<file path="config.mk">
export PLATFORM = sky130hd
export DESIGN_NAME = ultrasonido_multimodo
export DESIGN_NICKNAME = d
export VERILOG_FILES = /design/src/rtl/ultra_pkg.sv /design/src/rtl/ultra_echo_sync.sv /design/src/rtl/ultrasonido_multimodo.sv
export SDC_FILE = /design/constraint.sdc
export NUM_CORES = 1
export LEC_CHECK = 0
export CORE_MARGIN = 5
export CORE_UTILIZATION = 33
export CTS_CLUSTER_DIAMETER = 60
export DETAILED_ROUTE_END_ITERATION = 10
export PLACE_DENSITY_LB_ADDON = 0.05
export SLEW_MARGIN = 15
export SYNTH_ARGS = -nofsm -noshare
export SYNTH_HDL_FRONTEND = slang
export SYNTH_SLANG_ARGS = --single-unit
</file>
<file path="constraint.sdc">
create_clock -name clk -period 3.2 [get_ports clk]
set_input_delay 0.32 -clock clk [delete_from_list [all_inputs] [get_ports clk]]
set_output_delay 0.32 -clock clk [all_outputs]
set_load 0.03 [all_outputs]
</file>
<file path="src/rtl/ultra_pkg.sv">
// Shared state encoding and 50 MHz default timing constants for the ultrasonic ranging controller.
package ultra_pkg;

   typedef enum logic [2:0] {
      IDLE      = 3'd0,
      TRIG      = 3'd1,
      WAIT_ECHO = 3'd2,
      MEASURE   = 3'd3,
      HOLDOFF   = 3'd4
   } state_t;

   localparam int DEF_CNT_W          = 22;
   localparam int DEF_TRIG_CYCLES    = 500;      // 10 us
   localparam int DEF_TIMEOUT_CYCLES = 1500000;  // 30 ms
   localparam int DEF_PERIOD_CYCLES  = 3000000;  // 60 ms

   // Echo round trip per centimetre of range; 25 cm corresponds to 73000 cycles.
   localparam int CYCLES_PER_CM      = 2920;

endpackage

</file>
<file path="src/rtl/ultra_echo_sync.sv">
// Brings the asynchronous echo into the clk domain and flags its rising and falling edges.
module ultra_echo_sync
   import ultra_pkg::*;
(
   input  logic clk,
   input  logic reset_n,
   input  logic echo,
   output logic echo_s,
   output logic rise,
   output logic fall
);

   logic meta_reg;
   logic sync_reg;
   logic dly_reg;

   always_ff @(posedge clk) begin
      if (!reset_n) begin
         meta_reg <= 1'b0;
         sync_reg <= 1'b0;
         dly_reg  <= 1'b0;
      end else begin
         meta_reg <= echo;
         sync_reg <= meta_reg;
         dly_reg  <= sync_reg;
      end
   end

   assign echo_s = sync_reg;
   assign rise   = sync_reg & ~dly_reg;
   assign fall   = ~sync_reg & dly_reg;

endmodule

</file>
<file path="src/rtl/ultrasonido_multimodo.sv">
// HC-SR04-class ranging controller: trigger generation, echo width timing, near/timeout flags,
// single-shot or free-running operation with a minimum trigger-to-trigger period.
module ultrasonido_multimodo
   import ultra_pkg::*;
#(
   parameter int CNT_W          = DEF_CNT_W,
   parameter int TRIG_CYCLES    = DEF_TRIG_CYCLES,
   parameter int TIMEOUT_CYCLES = DEF_TIMEOUT_CYCLES,
   parameter int PERIOD_CYCLES  = DEF_PERIOD_CYCLES
)
(
   input  logic             clk,
   input  logic             reset_n,
   input  logic             start,
   input  logic             auto_en,
   input  logic             echo,
   input  logic [CNT_W-1:0] near_thresh,
   output logic             trigger,
   output logic             busy,
   output logic             meas_valid,
   output logic [CNT_W-1:0] meas_cycles,
   output logic             timeout,
   output logic             near
);

   localparam logic [CNT_W-1:0] TRIG_LAST    = CNT_W'(TRIG_CYCLES - 1);
   localparam logic [CNT_W-1:0] TIMEOUT_LAST = CNT_W'(TIMEOUT_CYCLES - 1);
   localparam logic [CNT_W-1:0] TIMEOUT_VAL  = CNT_W'(TIMEOUT_CYCLES);
   localparam logic [CNT_W-1:0] PERIOD_LAST  = CNT_W'(PERIOD_CYCLES - 1);

   state_t           state_reg;
   logic [CNT_W-1:0] tcnt_reg;
   logic [CNT_W-1:0] wcnt_reg;
   logic [CNT_W-1:0] ecnt_reg;
   logic [CNT_W-1:0] pcnt_reg;
   logic             echo_s;
   logic             rise;
   logic             fall;

   function automatic logic [CNT_W-1:0] sat_inc(input logic [CNT_W-1:0] v);
      return (&v) ? v : v + CNT_W'(1);
   endfunction

   ultra_echo_sync u_sync (
      .clk     (clk),
      .reset_n (reset_n),
      .echo    (echo),
      .echo_s  (echo_s),
      .rise    (rise),
      .fall    (fall)
   );

   always_ff @(posedge clk) begin
      if (!reset_n) begin
         state_reg   <= IDLE;
         tcnt_reg    <= '0;
         wcnt_reg    <= '0;
         ecnt_reg    <= '0;
         pcnt_reg    <= '0;
         trigger     <= 1'b0;
         busy        <= 1'b0;
         meas_valid  <= 1'b0;
         meas_cycles <= '0;
         timeout     <= 1'b0;
         near        <= 1'b0;
      end else begin
         meas_valid <= 1'b0;
         // pcnt is zero in the first TRIG cycle, so it reads cycles since trigger rise.
         if (state_reg != IDLE)
            pcnt_reg <= sat_inc(pcnt_reg);

         case (state_reg)
            IDLE: begin
               tcnt_reg <= '0;
               wcnt_reg <= '0;
               ecnt_reg <= '0;
               pcnt_reg <= '0;
               if (start | auto_en) begin
                  state_reg <= TRIG;
                  trigger   <= 1'b1;
                  busy      <= 1'b1;
               end
            end
            TRIG: begin
               if (tcnt_reg >= TRIG_LAST) begin
                  trigger   <= 1'b0;
                  state_reg <= WAIT_ECHO;
               end else begin
                  tcnt_reg <= sat_inc(tcnt_reg);
               end
            end
            WAIT_ECHO: begin
               wcnt_reg <= sat_inc(wcnt_reg);
               // An echo already high on entry produces no rise, so it is ignored here.
               if (rise) begin
                  ecnt_reg  <= CNT_W'(1);
                  state_reg <= MEASURE;
               end else if (wcnt_reg >= TIMEOUT_LAST) begin
                  meas_cycles <= TIMEOUT_VAL;
                  timeout     <= 1'b1;
                  near        <= 1'b0;
                  meas_valid  <= 1'b1;
                  state_reg   <= HOLDOFF;
               end
            end
            MEASURE: begin
               // Fall is tested first so a fall coinciding with the limit is a valid result.
               if (fall) begin
                  meas_cycles <= ecnt_reg;
                  timeout     <= 1'b0;
                  near        <= (ecnt_reg < near_thresh);
                  meas_valid  <= 1'b1;
                  state_reg   <= HOLDOFF;
               end else if (ecnt_reg >= TIMEOUT_VAL) begin
                  meas_cycles <= TIMEOUT_VAL;
                  timeout     <= 1'b1;
                  near        <= 1'b0;
                  meas_valid  <= 1'b1;
                  state_reg   <= HOLDOFF;
               end else if (echo_s) begin
                  ecnt_reg <= sat_inc(ecnt_reg);
               end
            end
            HOLDOFF: begin
               if (pcnt_reg >= PERIOD_LAST) begin
                  state_reg <= IDLE;
                  busy      <= 1'b0;
               end
            end
            default: begin
               state_reg <= IDLE;
               trigger   <= 1'b0;
               busy      <= 1'b0;
            end
         endcase
      end
   end

endmodule

</file>
# Yosys cells after proc, flatten, opt, wreduce, memory -nomap -nowiden
# Index checks and enable logic that the tools add are counted.
word_totals:
  ff_bits: 121
  latch_bits: 0
  ram_bits: 0
  romBits: 0
  word_cells: 116
  memories: 0
op_classes:
  addsub: 4
  multipliers: 0
  div: 0
  order_cmp: 5
  eq_ne: 19
  shift: 0
  mux: 44
  bitwise_logic: 9
  n_reduce_logical: 21
op_table:
  columns: ["op", "n"]
  rows:
  - ["$mux W22", 12]
  - ["$pmux W22 S2", 3]
  - ["$add A22 B1 Y22 const B", 4]
  - ["$reduce_and A22 Y1", 4]
  - ["$pmux W22 S3", 1]
  - ["$ge A22 B21 Y1 const B", 2]
  - ["$ne A2 B2 Y1 const B", 12]
  - ["$ge A22 B22 Y1 const B", 1]
  - ["$ge A22 B9 Y1 const B", 1]
  - ["$lt A22 B22 Y1", 1]
  - ["$mux W3", 7]
  - ["$mux W1", 15]
  - ["$pmux W3 S5", 1]
  - ["$reduce_and A3 Y1", 3]
  - ["$eq A3 B2 Y1 const B", 2]
  - ["$ne A3 B3 Y1 const B", 2]
  - ["$not A1 Y1", 6]
  - ["$pmux W1 S2", 3]
  - ["$pmux W1 S3", 2]
  - ["$reduce_and A6 Y1", 1]
  - ["$reduce_bool A2 Y1", 3]
  - ["$reduce_bool A3 Y1", 2]
  - ["$reduce_or A3 Y1", 2]
  - ["$reduce_and A5 Y1", 1]
  - ["other kinds (9)", 11]

# Logic depth before layout (Yosys ltp)
# Gate-level depths: netlist of the first run.
depth:
  ltp_word: 6
  ltp_mapped: 9
  mapped_depth_nobuf: 9

# Modules after synthesis
# From an unflattened synthesis of the first run, not the netlist that was laid out.
hier_totals:
  cells_unflattened: 684
  hier_area_um2: 6025.8
by_module_without_submodules:
  columns: ["module", "instances", "cells_per_inst", "area_per_inst_um2", "seq_area_each_um2"]
  rows:
  - ["ultrasonido_multimodo", 1, 676, 5934.4, 2362.3]
  - ["ultra_echo_sync", 1, 8, 91.3, 60.1]

# Least setup slack after synthesis of the first run
# Ideal clock, no wire load.
synth_path:
  path_type: "register to register"
  startpoint: "register state_reg[0]"
  endpoint: "register meas_cycles[15]"
  setup_ns: 0.119
  arrival_time_ns: 1.930
  path_slack_ns: 1.151
  stages_incl_launch_ff: 9
  path_buffers: 1
  cell_sequence: "dfxtp_1 inv_2 or3_4 a221oi_4 nand2_1 o22ai_2 a211oi_4 buf_6 o221a_1"
synth_between:
  elab_chain_len: 3
  elab_cells_between_ends: 8
  cone_classes: "5 x eq/ne; 1 x mux; 2 x reduce/logical"
synth_rtl:
  columns: ["element", "line_no", "rtl"]
  rows:
  - ["start: declaration", "ultrasonido_multimodo.sv:31", "state_t state_reg;"]
  - ["start signal: assignment", "ultrasonido_multimodo.sv:55", "state_reg <= IDLE;"]
  - ["start signal: assignment", "ultrasonido_multimodo.sv:79", "state_reg <= TRIG;"]
  - ["start signal: assignment", "ultrasonido_multimodo.sv:87", "state_reg <= WAIT_ECHO;"]
  - ["$eq A3 B2 Y1", "ultrasonido_multimodo.sv:72", "case (state_reg)"]
  - ["$ne A3 B3 Y1 (no line) (tied with other cells)", null, null]
  - ["$reduce_and A4 Y1 (no line)", null, null]
  - ["end signal: assignment", "ultrasonido_multimodo.sv:109", "meas_cycles <= ecnt_reg;"]
  - ["end: declaration", "ultrasonido_multimodo.sv:21", "output logic [CNT_W-1:0] meas_cycles,"]
# Parallel ways exist; a longest one is shown, timed or not.
# A chain may end at the register's enable or synchronous reset.

# Worst setup path in the final report of the first run
layout_path:
  startpoint: "register ecnt_reg[17]"
  endpoint: "register meas_cycles[3]"
layout_between:
  elab_chain_len: 3
layout_rtl:
  columns: ["element", "line_no", "rtl"]
  rows:
  - ["start: declaration", "ultrasonido_multimodo.sv:34", "logic [CNT_W-1:0] ecnt_reg;"]
  - ["start signal: assignment", "ultrasonido_multimodo.sv:121", "ecnt_reg <= sat_inc(ecnt_reg);"]
  - ["$ge A22 B21 Y1", "ultrasonido_multimodo.sv:114", "end else if (ecnt_reg >= TIMEOUT_VAL) begin"]
  - ["$ne A3 B3 Y1 (no line)", null, null]
  - ["$reduce_and A4 Y1 (no line)", null, null]
# Every way passes these cells.

==> metrics.yaml, run 1 <==
detailed_routing:
  ant_nets: 0
  num_vias: 5168
  drt_iter0_drc: 314
  via_per_inst: 5.194
  drc: 0
  wl_per_cell_um: 15.65
  drt_wl_total_mm: 15.57
  drt_first_pass_iters: 4
worst_hold_path:
  min_path_cells: 2
  hold_path_end: "timeout"
  hp-start: "reset_n"
  hold_path.class: "input pin to flip-flop"
pwr:
  cellLeakagePower_nw: 2.707
  peakVddDrop_mv: 0.4215
  power.density_nw_per_um2: 611.8
floorplan:
  die-area_um2: 20750
  die_x_um: 144.0
  top_level_ports: 54
  rows: 49
  die_y_um: 144.0
  core_um2: 17840
  start_util_pct: 33.24
yosys:
  synth.top_cells.by_count: "dfxtp_1 (121), nor2_1 (90), nand2_1 (67), a21oi_1 (42), inv_1 (34)"
  synth_seq_cells: 121
  netlist_area_um2: 5929
  synth_edf_count: 0
  ys_seq_area_share_pct: 40.85
  yosys_warnings: 0
  yosys.cell_types.count: 68
  yosys.cell_count.top_type: "dfxtp_1"
  synth_area_leader_cell: "dfxtp_1"
  synth_top_area_share_pct: 40.85
  synth.area.top_cells: "dfxtp_1 (41%), nor2_1 (5.7%), ha_1 (5.5%)"
  ys.flop_type: "dfxtp_1"
  synthArstFlopShare_pct: 0
  netlist_instances: 700
  syn-mean-instance-area_um2: 8.471
  syn_nets: 753
place:
  dp.cells: 964
  port_buffers: 53
  hpwlAfterDp_mm: 10.95
  place.gp.congestion: 0.8325
  place_area_um2: 6671
timing:
  fin_crit_ns: 2.626
  post-route-period-util_pct: 82.05
  setup_violations: 0
  rsz0062_at_grt: "no"
  fin_tns_setup_ns: 0
  fin_worst_skew_ns: 0.006590
  max_slew_margin_pct: 36.90
  tightest_slew_ns: 0.9434
  drv_slew: 0
  hold_viol: 0
  fmaxAchievable_ghz: 0.3809
clock_network:
  post_cts_resized: 0
  insertion_delay_ns: 0.41
  htreeDepth: 4
  cts_max_path_buffers: 2
  cts.sinks: 121
  cts_root_buffer: "clkbuf_16"
  path_clk_slew_ns: 0.05
  postCtsSetupBuffers: 0
  cts_buffers: 17
  hold_buffers: 0
  cts_tree: "built"
layout:
  nets: 807
  antennaDiodeCount: 0
  fin_cells: 995
  drive_gt1_share_pct: 9.530
  final_cell_area_um2: 7311
  area_delta_synth_final_pct: 23.30
  fillers: 1759
worst_setup_path:
  critPathCaptureType: "flip-flop"
  worst-setup-path-type: "flip-flop to flip-flop"
  r2r-start: "ecnt_reg[17]"
  r2r_cells: 8
  required_ns: 3.49
  r2r_end: "meas_cycles[3]"
  crit_fanout: 15
  reg2reg_slack_ns: 0.57
  worstPathArrival_ns: 2.91
  cp-start-kind: "flip-flop"
grt:
  grt_pass1_wl_mm: 25.41
  grt_max_degree: 40
  grt_pass1_vias: 5035
  antenna_found_initial: 0
  grtUsageTotal_pct: 15.54
  grt-ovfl-total: 0
job:
  maxCapViolCount: 0
status:
  outcome: "finished, final reports clean"
[cell families after synthesis]
family / synth area share [%]
buf+inv: 4.980
compound gates: 17.28
mux: 0.3376
simple gates: 25.60
xor+xnor: 5.465
fa+ha+maj: 5.486
flops: 40.85
[where the power goes]
part	total, W	internal, W	switching, W
sequential	0.00165	0.00157	0.0000783
clock	0.00207	0.00140	0.000666
combinational	0.000761	0.000265	0.000496
[worst max path at each step]
| stage | from | to | slack (ns) | cells after the start |
|---|---|---|---|---|
| 2_1_floorplan | state_reg[0] | meas_cycles[15] | 1.15 | 8 |
| 5_1_grt | ecnt_reg[17] | meas_cycles[16] | 0.32 | 8 |
| 6_report | ecnt_reg[17] | meas_cycles[3] | 0.57 | 8 |
| 4_1_cts | ecnt_reg[17] | meas_cycles[12] | 0.53 | 8 |
| 3_3_place_gp | ecnt_reg[17] | meas_cycles[11] | 0.57 | 8 |
| 3_5_place_dp | ecnt_reg[17] | meas_cycles[12] | 0.56 | 8 |
[placed cells by master (no fill, tap or decap), types with 17 or more instances in the layout]
cell type | Yosys | routed
dfxtp_1 | 121 | 121
o21ai_0 | 29 | 29
nand3_1 | 23 | 23
clkdlybuf4s50_1 | 0 | 52
nor2_1 | 90 | 90
nand4_1 | 25 | 25
a21oi_1 | 42 | 42
xor2_1 | 24 | 24
nor3_1 | 22 | 22
ha_1 | 26 | 26
clkbuf_16 | 0 | 17
nand2_1 | 67 | 67
inv_1 | 34 | 34
[area by class of cell]
type / instances / area [um^2] / share of cell area [%]
inverter: 35 / 131.4 / 1.797
multi-input combinational: 514 / 3216 / 43.98
timing repair buffer: 65 / 615.6 / 8.420
sequential: 121 / 2422 / 33.13
clock inverter: 7 / 137.6 / 1.883
clock buffer: 24 / 501.7 / 6.863
tap: 229 / 286.5 / 3.919
[through the flow]
step                      util [%]  power [W]  hold slack (ns)  setup WS, ns
after global placement       37.39   0.002437           0.4346        0.5731
after CTS                    40.98   0.004538           0.3169        0.5329
after floorplan                  -   0.002180           0.4119         1.151
after global routing         40.98   0.004683           0.3615        0.3184
after detailed placement     37.39   0.002441           0.4378        0.5611
final                        40.98   0.004473           0.3378        0.5744
[routing by layer]
layer / vias up / GRT usage [%] / share of wire (%)
met5: - / 0 / 0
met4: 0 / 4.955 / 1.1
met3: 16 / 3.935 / 4.6
met2: 84 / 26.07 / 47
met1: 2447 / 19.60 / 47
li1: 2621 / - / -
[critical path, cell delays in order, from the launching register on]
cell	delay [ns]
dfxtp_1	0.40
nand2_1	0.12
nor4b_2	0.40
nand3_2	0.19
a21oi_1	0.21
o22ai_2	0.14
a211oi_4	0.68
buf_4	0.29
o22ai_1	0.08
No activity file was read; power rests on OpenSTA's default activity.
==> run 2: changes to the inputs <==
==> constraint.sdc (replaced) <==
create_clock -name clk -period 2.3 [get_ports clk]
set_input_delay 0.23 -clock clk [delete_from_list [all_inputs] [get_ports clk]]
set_output_delay 0.23 -clock clk [all_outputs]
set_load 0.03 [all_outputs]
==> run 2 against run 1 <==
Against the previous run: worst hold slack worse by 0.11 ns; count of clock-buffer cells in the layout is 6 lower; combinational power up 62%; critical path depth grew 1; core utilization is 1.9 points higher; setup slack worse by 0.43 ns; flip-flop and latch count unchanged; non-clock buffer count grew 37; via count up 2.3%; sequential share of layout area down 1.4 points; register-to-register slack got worse by 0.43 ns; first-iteration DRC count decreased by 25%; critical path type unchanged.
==> metrics.yaml, run 2 (synthesis results as in run 1) <==
job:
  maxCapViolCount: 0
floorplan:
  core_um2: 17840
  die_y_um: 144.0
  rows: 49
  top_level_ports: 54
  die_x_um: 144.0
  start_util_pct: 33.24
  die-area_um2: 20750
layout:
  area_delta_synth_final_pct: 28.95
  nets: 844
  final_cell_mix: "dfxtp_1 (119), nor2_1 (90), nand2_1 (67), clkdlybuf4s50_1 (52), buf_4 (48)"
  multi_input_area_um2: 3284
  final_cell_area_um2: 7646
  layout_commonest_cell: "dfxtp_1"
  fin_cells: 1033
  seqCellArea_um2: 2425
  antennaDiodeCount: 0
  drive_gt1_share_pct: 15.55
  fillers: 1788
worst_setup_path:
  cp-start-kind: "flip-flop"
  worstPathArrival_ns: 2.51
  reg2reg_slack_ns: 0.15
  worst-setup-path-type: "flip-flop to flip-flop"
  crit_start: "wcnt_reg[1]"
  required_ns: 2.66
  crit_path_end: "meas_cycles[5]"
  r2r_cells: 9
  r2r-start: "wcnt_reg[1]"
  critPathCaptureType: "flip-flop"
  r2r_end: "meas_cycles[5]"
  crit_fanout: 24
clock_network:
  path_clk_slew_ns: 0.06
  cts_max_path_buffers: 2
  insertion_delay_ns: 0.42
  cts_buffers: 17
  cts.sinks: 121
  cts_root_buffer: "clkbuf_16"
  htreeDepth: 4
  postCtsSetupBuffers: 0
  hold_buffers: 0
  post_cts_resized: 0
  cts_tree: "built"
grt:
  grt-ovfl-total: 0
  grt_max_degree: 44
  grt_pass1_vias: 5368
  antenna_found_initial: 0
  grtUsageTotal_pct: 15.96
  grt_pass1_wl_mm: 26.39
detailed_routing:
  drc: 0
  wl_per_cell_um: 15.12
  drt_iter0_drc: 236
  drt_first_pass_iters: 4
  ant_nets: 0
  num_vias: 5287
  via_per_inst: 5.118
  drt_wl_total_mm: 15.62
pwr:
  peakVddDrop_mv: 0.5881
  power_w: 0.006231
  power.density_nw_per_um2: 814.9
  cellLeakagePower_nw: 2.886
timing:
  hold_viol: 0
  setup_ws_ns: 0.1484
  max_slew_margin_pct: 44.63
  setup_violations: 0
  drv_slew: 0
  rsz0062_at_grt: "yes"
  tightest_slew_ns: 0.8256
  post-route-period-util_pct: 93.55
  fin_worst_skew_ns: 0.006620
  timing.hold.ws_ns: 0.2288
  fmaxAchievable_ghz: 0.4648
  fin_crit_ns: 2.152
worst_hold_path:
  hold_path.class: "input pin to flip-flop"
place:
  place_area_um2: 6962
  hpwlAfterDp_mm: 11.35
  dp.cells: 1001
  place_ws_ns: 0.06301
  place.gp.congestion: 0.8098
  port_buffers: 53
status:
  outcome: "finished, final reports clean"
-- run 2: per-stage QoR --
stage                     setup TNS, ns  util [%]
final                                 0     42.86
after global routing          -0.001733     42.86
after CTS                             0     42.46
after detailed placement              0     39.02
after global placement                0     39.02
after floorplan                       0         -
-- run 2: layout make-up --
type                       instances  share of cell area (%)
sequential                       121                   31.71
clock buffer                      18                   5.744
multi-input combinational        514                   42.96
timing repair buffer             102                   11.85
inverter                          35                   1.718
clock inverter                    14                   2.275
tap                              229                   3.747
-- run 2: worst min path at each step --
stage                 startpoint              end  slack, ns  cells after the start
CTS                      reset_n      wcnt_reg[7]       0.22                      3
global placement    tcnt_reg[19]     tcnt_reg[19]       0.43                      1
detailed placement  tcnt_reg[16]     tcnt_reg[16]       0.44                      1
finish                   reset_n      wcnt_reg[7]       0.23                      3
floorplan                   echo  u_sync.meta_reg       0.36                      1
global route             reset_n      wcnt_reg[9]       0.24                      3
-- run 2: routing by layer --
layer  GRT usage, %  vias to the layer above  wire length [um]
met3          3.737                       17               607
met5              0                        -                 0
met1          20.22                     2500              7346
met4          5.203                        0               225
li1               -                     2690                 -
met2          26.85                       80              7437
-- run 2: where the power goes --
part           switching [W]  total, W  internal, W
Sequential         0.0000738   0.00225      0.00218
Clock                0.00101   0.00274      0.00174
Combinational       0.000736   0.00123     0.000498
-- run 2: worst max-delay path, cell delays in order (launching register included) --
cell and delay (ns):
dfxtp_2 0.37, ha_2 0.23, nand4_1 0.17, a21oi_2 0.20, o41ai_2 0.09, buf_4 0.16, and2_1 0.20, a211oi_4 0.28
buf_12 0.21, o221a_2 0.20
